[config.mk]
export PLATFORM = sky130hd
export DESIGN_NAME = apb_reg_slave
export DESIGN_NICKNAME = d
export VERILOG_FILES = /design/src/rtl/apb_reg_slave_pkg.sv /design/src/rtl/apb_reg_slave_regfile.sv /design/src/rtl/apb_reg_slave.sv
export SDC_FILE = /design/constraint.sdc
export NUM_CORES = 1
export LEC_CHECK = 0
export ABC_CLOCK_PERIOD_IN_PS = 3800
export CELL_PAD_IN_SITES_DETAIL_PLACEMENT = 0
export CELL_PAD_IN_SITES_GLOBAL_PLACEMENT = 2
export CORE_MARGIN = 5
export CORE_UTILIZATION = 41
export DETAILED_ROUTE_END_ITERATION = 10
export PLACE_DENSITY_LB_ADDON = 0.08
export SLEW_MARGIN = 20
export SYNTH_ARGS = -nofsm -noshare
export SYNTH_HDL_FRONTEND = slang
export SYNTH_SLANG_ARGS = --single-unit
[constraint.sdc]
create_clock -name PCLK -period 3.8 [get_ports PCLK]
set_clock_uncertainty 0.2 [all_clocks]
set_input_delay 0.76 -clock PCLK [delete_from_list [all_inputs] [get_ports PCLK]]
set_output_delay 0.76 -clock PCLK [all_outputs]
set_load 0.005 [all_outputs]
[src/rtl/apb_reg_slave_pkg.sv]
// apb_reg_slave shared definitions: register offsets,
// CTRL/STATUS bit positions and FSM state type.
package apb_reg_slave_pkg;

  localparam logic [4:0] ID_OFS      = 5'h00;
  localparam logic [4:0] CTRL_OFS    = 5'h04;
  localparam logic [4:0] STATUS_OFS  = 5'h08;
  localparam logic [4:0] ACC_CNT_OFS = 5'h0C;
  localparam logic [4:0] SCRATCH_OFS = 5'h10;

  localparam int CTRL_WAIT_LSB = 0;
  localparam int CTRL_WAIT_MSB = 3;
  localparam int CTRL_OVR_EN   = 4;
  localparam int CTRL_ERR_INJ  = 8;
  localparam logic [8:0] CTRL_MASK = 9'h11F;

  localparam int STATUS_WERR = 0;
  localparam int STATUS_RERR = 1;
  localparam int STATUS_PERR = 2;

  localparam logic [15:0] ACC_MAX = 16'hFFFF;

  typedef enum logic {
    IDLE,
    ACCESS
  } state_e;

endpackage

[src/rtl/apb_reg_slave_regfile.sv]
// Register storage, decode, error classification, read mux.
// In: latched request + commit strobe. Out: rdata, err, wait ctrl.
module apb_reg_slave_regfile
  import apb_reg_slave_pkg::*;
#(
  parameter int ADDR_WIDTH = 32,
  parameter int DATA_WIDTH = 32,
  parameter logic [ADDR_WIDTH-1:0] BASE_ADDR = 'h80000000,
  parameter logic [DATA_WIDTH-1:0] ID_VALUE = 'hA5B00001,
  parameter bit SECURE_ONLY = 1'b0
) (
  input  logic                  i_clk,
  input  logic                  i_rst_n,
  input  logic [ADDR_WIDTH-1:0] i_addr,
  input  logic                  i_write,
  input  logic [DATA_WIDTH-1:0] i_wdata,
  input  logic                  i_nonsec,
  input  logic                  i_commit,
  output logic [DATA_WIDTH-1:0] o_rdata,
  output logic                  o_err,
  output logic [3:0]            o_wait,
  output logic                  o_wait_en
);

  logic [ADDR_WIDTH-1:0] w_ofs;
  logic [4:0]            w_reg;
  logic w_range_err, w_align_err;
  logic w_prot_err, w_inj_err;
  logic w_is_id, w_is_ctrl, w_is_stat;
  logic w_is_acc, w_is_scr;
  logic w_wr_ok;
  logic [2:0] w_set, w_clr;

  logic [8:0]            r_ctrl;
  logic [2:0]            r_status;
  logic [15:0]           r_acc_cnt;
  logic [DATA_WIDTH-1:0] r_scratch [4];

  assign w_ofs = i_addr - BASE_ADDR;
  assign w_reg = w_ofs[4:0] & 5'h1C;

  // addresses below BASE wrap to huge offsets
  assign w_range_err = |w_ofs[ADDR_WIDTH-1:5];
  assign w_align_err = |i_addr[1:0];

  assign w_is_id   = (w_reg == ID_OFS);
  assign w_is_ctrl = (w_reg == CTRL_OFS);
  assign w_is_stat = (w_reg == STATUS_OFS);
  assign w_is_acc  = (w_reg == ACC_CNT_OFS);
  assign w_is_scr  = |(w_reg & SCRATCH_OFS);

  assign w_prot_err = SECURE_ONLY && i_nonsec;
  // CTRL stays reachable so inject can be cleared
  assign w_inj_err = r_ctrl[CTRL_ERR_INJ] && !w_is_ctrl;

  assign o_err = w_range_err | w_align_err
               | w_prot_err | w_inj_err;

  assign w_wr_ok = i_commit && i_write && !o_err;

  always_comb begin
    w_set = '0;
    w_clr = '0;
    if (i_commit && o_err) begin
      w_set[STATUS_WERR] = i_write;
      w_set[STATUS_RERR] = !i_write;
      w_set[STATUS_PERR] = w_prot_err;
    end
    if (w_wr_ok && w_is_stat)
      w_clr = i_wdata[2:0];
  end

  always_comb begin
    o_rdata = '0;
    unique case (1'b1)
      w_is_id:   o_rdata = ID_VALUE;
      w_is_ctrl: o_rdata = DATA_WIDTH'(r_ctrl);
      w_is_stat: o_rdata = DATA_WIDTH'(r_status);
      w_is_acc:  o_rdata = DATA_WIDTH'(r_acc_cnt);
      w_is_scr:  o_rdata = r_scratch[w_reg[3:2]];
      default:   o_rdata = '0;
    endcase
    if (o_err)
      o_rdata = '0;
  end

  assign o_wait    = r_ctrl[CTRL_WAIT_MSB:CTRL_WAIT_LSB];
  assign o_wait_en = r_ctrl[CTRL_OVR_EN];

  always_ff @(posedge i_clk or negedge i_rst_n) begin
    if (!i_rst_n) begin
      r_ctrl    <= '0;
      r_status  <= '0;
      r_acc_cnt <= '0;
      for (int i = 0; i < 4; i++)
        r_scratch[i] <= '0;
    end else begin
      // set beats clear on the same bit
      r_status <= (r_status & ~w_clr) | w_set;
      if (i_commit && r_acc_cnt != ACC_MAX)
        r_acc_cnt <= r_acc_cnt + 16'd1;
      if (w_wr_ok && w_is_ctrl)
        r_ctrl <= i_wdata[8:0] & CTRL_MASK;
      if (w_wr_ok && w_is_scr)
        r_scratch[w_reg[3:2]] <= i_wdata;
    end
  end

endmodule

[src/rtl/apb_reg_slave.sv]
// APB register slave top: setup/access FSM and wait counter.
// Ports: APB PCLK/PRESETn, PADDR..PPROT in; PRDATA/PSLVERROR/PREADY out.
module apb_reg_slave
  import apb_reg_slave_pkg::*;
#(
  parameter int ADDR_WIDTH = 32,
  parameter int DATA_WIDTH = 32,
  parameter logic [ADDR_WIDTH-1:0] BASE_ADDR = 'h80000000,
  parameter int WAIT_STATES = 2,
  parameter logic [DATA_WIDTH-1:0] ID_VALUE = 'hA5B00001,
  parameter bit SECURE_ONLY = 1'b0
) (
  input  logic                  PCLK,
  input  logic                  PRESETn,
  input  logic [ADDR_WIDTH-1:0] PADDR,
  input  logic [DATA_WIDTH-1:0] PWDATA,
  input  logic                  PWRITE,
  input  logic                  PSEL,
  input  logic                  PENABLE,
  input  logic [2:0]            PPROT,
  output logic [DATA_WIDTH-1:0] PRDATA,
  output logic                  PSLVERROR,
  output logic                  PREADY
);

  state_e r_state, w_next;
  logic [3:0] r_cnt, w_n;
  logic [ADDR_WIDTH-1:0] r_addr;
  logic [DATA_WIDTH-1:0] r_wdata;
  logic r_write, r_nonsec;
  logic w_setup, w_done, w_err;
  logic [DATA_WIDTH-1:0] w_rdata;
  logic [3:0] w_wait;
  logic w_wait_en;
  logic w_unused_prot;

  // only the non-secure bit matters here
  assign w_unused_prot = ^{PPROT[2], PPROT[0]};

  assign w_setup = PSEL && !PENABLE;
  assign w_n = w_wait_en ? w_wait : 4'(WAIT_STATES);
  assign w_done = (r_state == ACCESS) && PSEL
               && (r_cnt == '0);

  always_comb begin
    w_next    = r_state;
    PREADY    = 1'b0;
    PSLVERROR = 1'b0;
    PRDATA    = '0;
    case (r_state)
      IDLE: begin
        if (w_setup)
          w_next = ACCESS;
      end
      ACCESS: begin
        if (!PSEL || r_cnt == '0)
          w_next = IDLE;
        PREADY    = w_done;
        PSLVERROR = w_done && w_err;
        if (w_done && !r_write)
          PRDATA = w_rdata;
      end
    endcase
  end

  always_ff @(posedge PCLK or negedge PRESETn) begin
    if (!PRESETn) begin
      r_state  <= IDLE;
      r_cnt    <= '0;
      r_addr   <= '0;
      r_wdata  <= '0;
      r_write  <= 1'b0;
      r_nonsec <= 1'b0;
    end else begin
      r_state <= w_next;
      if (r_state == IDLE && w_setup) begin
        r_addr   <= PADDR;
        r_wdata  <= PWDATA;
        r_write  <= PWRITE;
        r_nonsec <= PPROT[1];
        r_cnt    <= w_n;
      end else if (r_state == ACCESS && PSEL
                   && r_cnt != '0) begin
        r_cnt <= r_cnt - 4'd1;
      end
    end
  end

  apb_reg_slave_regfile #(
    .ADDR_WIDTH (ADDR_WIDTH),
    .DATA_WIDTH (DATA_WIDTH),
    .BASE_ADDR  (BASE_ADDR),
    .ID_VALUE   (ID_VALUE),
    .SECURE_ONLY(SECURE_ONLY)
  ) u_rf (
    .i_clk    (PCLK),
    .i_rst_n  (PRESETn),
    .i_addr   (r_addr),
    .i_write  (r_write),
    .i_wdata  (r_wdata),
    .i_nonsec (r_nonsec),
    .i_commit (w_done),
    .o_rdata  (w_rdata),
    .o_err    (w_err),
    .o_wait   (w_wait),
    .o_wait_en(w_wait_en)
  );

endmodule

Word-level counts from Yosys, hierarchy flattened
Cells that the tools add are included.
- add/subtract/negate cells: 3
- $lt $le $gt $ge: 2
- equality and inequality tests: 4
- multiplexer cells: 20
- bitwise gates (word level): 7
- reductions and logical operators: 27
- operator list (kind ; count):
    two-way mux 32 bit ; 6
    case mux 32 bit (5 select lines) ; 1
    bitwise mux 128 bit ; 1
    binary-select mux 32 bit (select 2 bit) ; 1
    demux 32 bit (select 2 bit) ; 1
    subtractor 32 bit, second input constant ; 1
    OR reduction 27 bit ; 1
    adder 16 x 1 -> 16 bit, second input constant ; 1
    != test 16 bit, second input constant ; 1
    logical AND 1 bit ; 15
    two-way mux 4 bit ; 3
    == test 3 x 2 -> 1 bit, second input constant ; 2
    zero test 1 bit ; 5
    zero test 5 bit ; 1
    zero test 4 bit ; 1
    two-way mux 1 bit ; 4
    nonzero test 4 bit ; 1
    subtractor 4 x 1 -> 4 bit, second input constant ; 1
    bitwise AND 3 bit ; 1
    == test 3 x 1 -> 1 bit, second input constant ; 1
    >= comparator 3 bit, second input constant ; 1
    less-than comparator 3 x 1 -> 1 bit, second input constant ; 1
    two-way mux 3 bit ; 1
    inverter 2 -> 3 bit ; 1
    9 further kinds ; 10
- flip-flop bits (word level): 223
- logic and storage cells: 75

Depth between registers and ports, before layout
- depth in word-level cells: 12
- depth in mapped cells: 8
- gate-level depth less buffers: 7

Hierarchy
From an unflattened synthesis, not the netlist that was laid out.
- cells, all modules: 731
- area total of the unflattened synthesis: 10771.6 µm²
- by module, submodules not included (module ; instances ; cells each ; area each (µm²) ; seq. area each (µm²)):
    apb_reg_slave_regfile ; 1 ; 519 ; 7737.4 ; 3828.7
    apb_reg_slave ; 1 ; 212 ; 3034.2 ; 1776.7

Worst setup path before layout
OpenSTA, ideal clock, no wires.
- path type: reg2out
- start: register r_addr[5]
- end: output PRDATA[18]
- arrival time: 2094 ps
- path slack: 746 ps
- stages on the path, launching flop included: 7
- buffers on the path: 2
- path through: dfrtp_1 > nor4_1 > nand4_2 > or4_1 > clkbuf_1 > buf_6 > nor3b_2
- longest elaborated chain between the ends: 7
- ends and longest elaborated chain (item ; line ; RTL):
    start, declared ; apb_reg_slave.sv:28 ; logic [ADDR_WIDTH-1:0] r_addr;
    start signal, assigned ; apb_reg_slave.sv:70 ; r_addr <= '0;
    start signal, assigned ; apb_reg_slave.sv:77 ; r_addr <= PADDR;
    subtractor 32 bit ; apb_reg_slave_regfile.sv:39 ; assign w_ofs = i_addr - BASE_ADDR;
    OR reduction 27 bit ; apb_reg_slave_regfile.sv:43 ; assign w_range_err = |w_ofs[ADDR_WIDTH-1:5];
    OR 1 bit ; apb_reg_slave_regfile.sv:56 ; assign o_err = w_range_err | w_align_err
    OR 1 bit ; apb_reg_slave_regfile.sv:57 ; | w_prot_err | w_inj_err;
    two-way mux 32 bit ; apb_reg_slave_regfile.sv:83 ; if (o_err)
    two-way mux 32 bit ; apb_reg_slave.sv:60 ; if (w_done && !r_write)
    two-way mux 32 bit ; apb_reg_slave.sv:50 ; case (r_state)
    end, declared ; apb_reg_slave.sv:21 ; output logic [DATA_WIDTH-1:0] PRDATA,
No other way between the ends.

Worst setup path in the final report
- start: register r_cnt[0]
- end: output PRDATA[24]
- longest elaborated chain between the ends: 5
- ends and longest elaborated chain (item ; line ; RTL):
    start, declared ; apb_reg_slave.sv:27 ; logic [3:0] r_cnt, w_n;
    start signal, assigned ; apb_reg_slave.sv:81 ; r_cnt <= w_n;
    start signal, assigned ; apb_reg_slave.sv:84 ; r_cnt <= r_cnt - 4'd1;
    zero test 4 bit ; apb_reg_slave.sv:43 ; && (r_cnt == '0);
    logical AND 1 bit ; apb_reg_slave.sv:43 ;
    logical AND 1 bit ; apb_reg_slave.sv:60 ;
    two-way mux 32 bit ; apb_reg_slave.sv:60 ;
    two-way mux 32 bit ; apb_reg_slave.sv:50 ;
No other way between the ends.

==> flow_summary.json <==
{
  "synth_edf_count": 0,
  "hp-class": "in2async",
  "start_util": 0.4172,
  "vdd_drop_max_uv": 342.3,
  "postSynthAreaPerCell_um2": 14.54,
  "worst_hold_slack_ns": 0.01047,
  "dp.cells": 1112,
  "rows": 57,
  "cts_buffer_depth": 3,
  "dieArea_mm2": 0.02807,
  "cts_buffers": 26,
  "final_core_util": 0.5251,
  "crit_path_cell_trace": "inv_2 -> ha_1 -> nor3b_4 -> nand3_2 -> or4_4 -> buf_12 -> buf_4 -> nor2_1 -> dlygate4sd2_1",
  "async_flop_share": 1.000,
  "rsz0062_at_grt": "no",
  "synth_nets": 775,
  "clkLatencyLatePin_ns": 0.52,
  "setup.worst_path.end_class": "output port",
  "yosysSeqAreaShare": 0.5485,
  "antennaDiodeCount": 0,
  "grt_use_total": 0.1775,
  "hold_viol_final": 0,
  "firstDrtPassIters": 4,
  "cap_violations": 0,
  "dieWidth_um": 167.5,
  "synth_cell_type_count": 45,
  "antenna_found_initial": 0,
  "final_cell_mix": "dfrtp_1 (221), mux2_2 (185), clkdlybuf4s50_1 (69)",
  "path_delay_family": "simple AND/OR/NAND/NOR gates",
  "core_area_mm2": 0.02439,
  "hold_buffers": 0,
  "fin_cells": 1167,
  "via_count": 6240,
  "dp_hpwl_um": 15630,
  "grt_pass1_wl_um": 40140,
  "syn2layout_area_growth_pct": 25.87,
  "synth_flop_cell": "dfrtp_1",
  "syn_inst": 700,
  "maxSlewHeadroom": 0.4011,
  "p_per_area_mw_per_mm2": 525.7,
  "fmax_mhz": 271.1,
  "crit_path_start_kind": "flop",
  "h-tree-depth": 1,
  "synth_area_mm2": 0.01017,
  "path_clk_slew_ns": 0.06,
  "grt_pass1_vias": 7091,
  "cts_tree": "done",
  "p_leak_nw": 5.899,
  "cts_root_buf": "clkbuf_16",
  "total_power_mw": 6.732,
  "worst_slew_pin_slew_ns": 0.8915,
  "critPathMaxFanout": 12,
  "numPortBuffers": 102,
  "fin_crit_sh": 0.9707,
  "ys_warn_count": 0,
  "crit_type": "reg2out",
  "crit_arrival_ns": 2.73,
  "clock-sinks": 223,
  "cp.required_ns": 2.84,
  "setup_viol": 0,
  "drcViolationCount": 0,
  "status": "completed",
  "wire_per_inst_um": 21.02,
  "final_antenna_net_count": 0,
  "post_route_cells_drive_above_1_share": 0.4140,
  "vias_per_cell": 5.347,
  "final_common_cell": "dfrtp_1",
  "finalWirelength_um": 24530,
  "path_buf_inv": 4,
  "ys_seq_elements": 223,
  "die_h_um": 167.5,
  "cpMaxStageDelayCell": "or4_4",
  "drv_slew": 0,
  "grt_overflow": 0,
  "grt_max_degree": 79,
  "gp_congestion": 0.7714,
  "final_nets": 900,
  "period_minus_slack_ns": 3.689,
  "drt_iter0_markers": 288,
  "ios": 106,
  "slowest_delay_ns": 0.57
}
-- registers in the layout, indices dropped and copies added, names as in the netlist --
register	flops
r_addr	32
r_cnt	4
r_state	1
r_wdata	32
r_write	1
u_rf.r_acc_cnt	16
u_rf.r_ctrl	6
u_rf.r_scratch	128
u_rf.r_status	3
-- Yosys cell counts (2+ instances only) --
library cell  number  share of area
a211oi_1           8         0.0059
a21boi_0           2         0.0015
a21oi_1           17         0.0084
a22oi_1           12         0.0089
a31oi_1            3         0.0018
and2_1             2         0.0012
and3_1             2         0.0012
and4_1             2         0.0017
buf_1              5         0.0018
buf_2             10         0.0049
buf_6              7         0.0077
clkbuf_1          19         0.0070
dfrtp_1          223           0.55
ha_1               3         0.0037
inv_1              8         0.0030
mux2_1             6         0.0066
mux2_2           185           0.20
mux2_4            10          0.015
mux2i_1            4         0.0039
mux4_2            32          0.071
nand2_1           16         0.0059
nand2b_1           3         0.0018
nand3_1           11         0.0054
nand4_1            9         0.0055
nor2_1            28          0.010
nor2b_1            3         0.0018
nor3_1             7         0.0034
nor3b_1            6         0.0044
nor3b_2            7         0.0086
nor4_1            11         0.0068
nor4_4             5          0.010
o21ai_0            8         0.0039
or4_1              2         0.0015
or4b_4             2         0.0027
xnor2_1            2         0.0017
xor2_1            11         0.0095
-- cells by family (layout without fill, tap and decap cells) --
logic type | after synthesis | count (layout) | share of synthesized area
AOI/OAI and AO/OA | 55 | 55 | 0.03443
xor gates and xnor gates | 13 | 13 | 0.01119
adders and majority gates | 3 | 3 | 0.003690
buffers and inverters | 49 | 192 | 0.02447
DFF | 223 | 223 | 0.5485
muxes | 237 | 237 | 0.3009
and+or+nand+nor | 120 | 120 | 0.07686
-- worst paths after layout --
| path | start | end | slack (ns) | cells past startpoint |
|---|---|---|---|---|
| hold reg to reg | u_rf.r_scratch[55] | u_rf.r_scratch[55] | 0.28 | 1 |
| setup reg to reg | r_addr[4] | u_rf.r_scratch[64] | 0.85 | 6 |
| max in group asynchronous | PRESETn | r_addr[18] | 2.49 | 2 |
| min in group PCLK | u_rf.r_scratch[55] | u_rf.r_scratch[55] | 0.28 | 1 |
| setup / recovery | r_cnt[0] | PRDATA[24] | 0.11 | 9 |
| hold / removal | PRESETn | u_rf.r_acc_cnt[10] | 0.01 | 1 |
-- repair_timing --
| item | in CTS | in global routing |
|---|---|---|
| endpoints found under the setup margin | 32 | 27 |
| pin swaps | 5 | 3 |
| gates resized for setup | 40 | 36 |
| buffers inserted | 6 | 3 |
-- worst reg2reg max path: cells and delay by family, from the launching register on --
family,cells,cell delay [ns]
buf+inv,3,1.06
mux,1,0.39
simple gates,2,0.79
flops,1,0.39
-- where the power goes --
group / switching, mW / internal [mW] / leakage [nW]
clock: 0.973 / 1.79 / 0.473
combinational: 0.526 / 0.521 / 2.48
sequential: 0.292 / 2.63 / 2.95
-- per-layer routing --
| layer | track usage | wire length, um |
|---|---|---|
| met5 | 0 | 0 |
| met4 | 0.03387 | 306 |
| met3 | 0.03489 | 1162 |
| met2 | 0.2956 | 11870 |
| met1 | 0.2456 | 11190 |
-- metrics by stage --
stage	setup WS (ns)	cell area [um2]	TNS, ns
after global placement	-0.1058	11690	-1.057
after CTS	-0.09517	12720	-1.031
after detailed placement	-0.1261	11690	-1.169
after floorplan	0.7457	10170	0
after global routing	0.001910	12810	0
final	0.1115	12810	0
-- cell type report --
cell class | count | area (um2)
tap | 324 | 405.4
timing repair buffer | 138 | 1378
sequential | 223 | 5583
clock inverter | 11 | 207.7
inverter | 8 | 30.03
multi-input combinational | 428 | 4448
fill | 2052 | 11580
clock buffer | 35 | 755.7
Power figures use the tool's default switching activity.
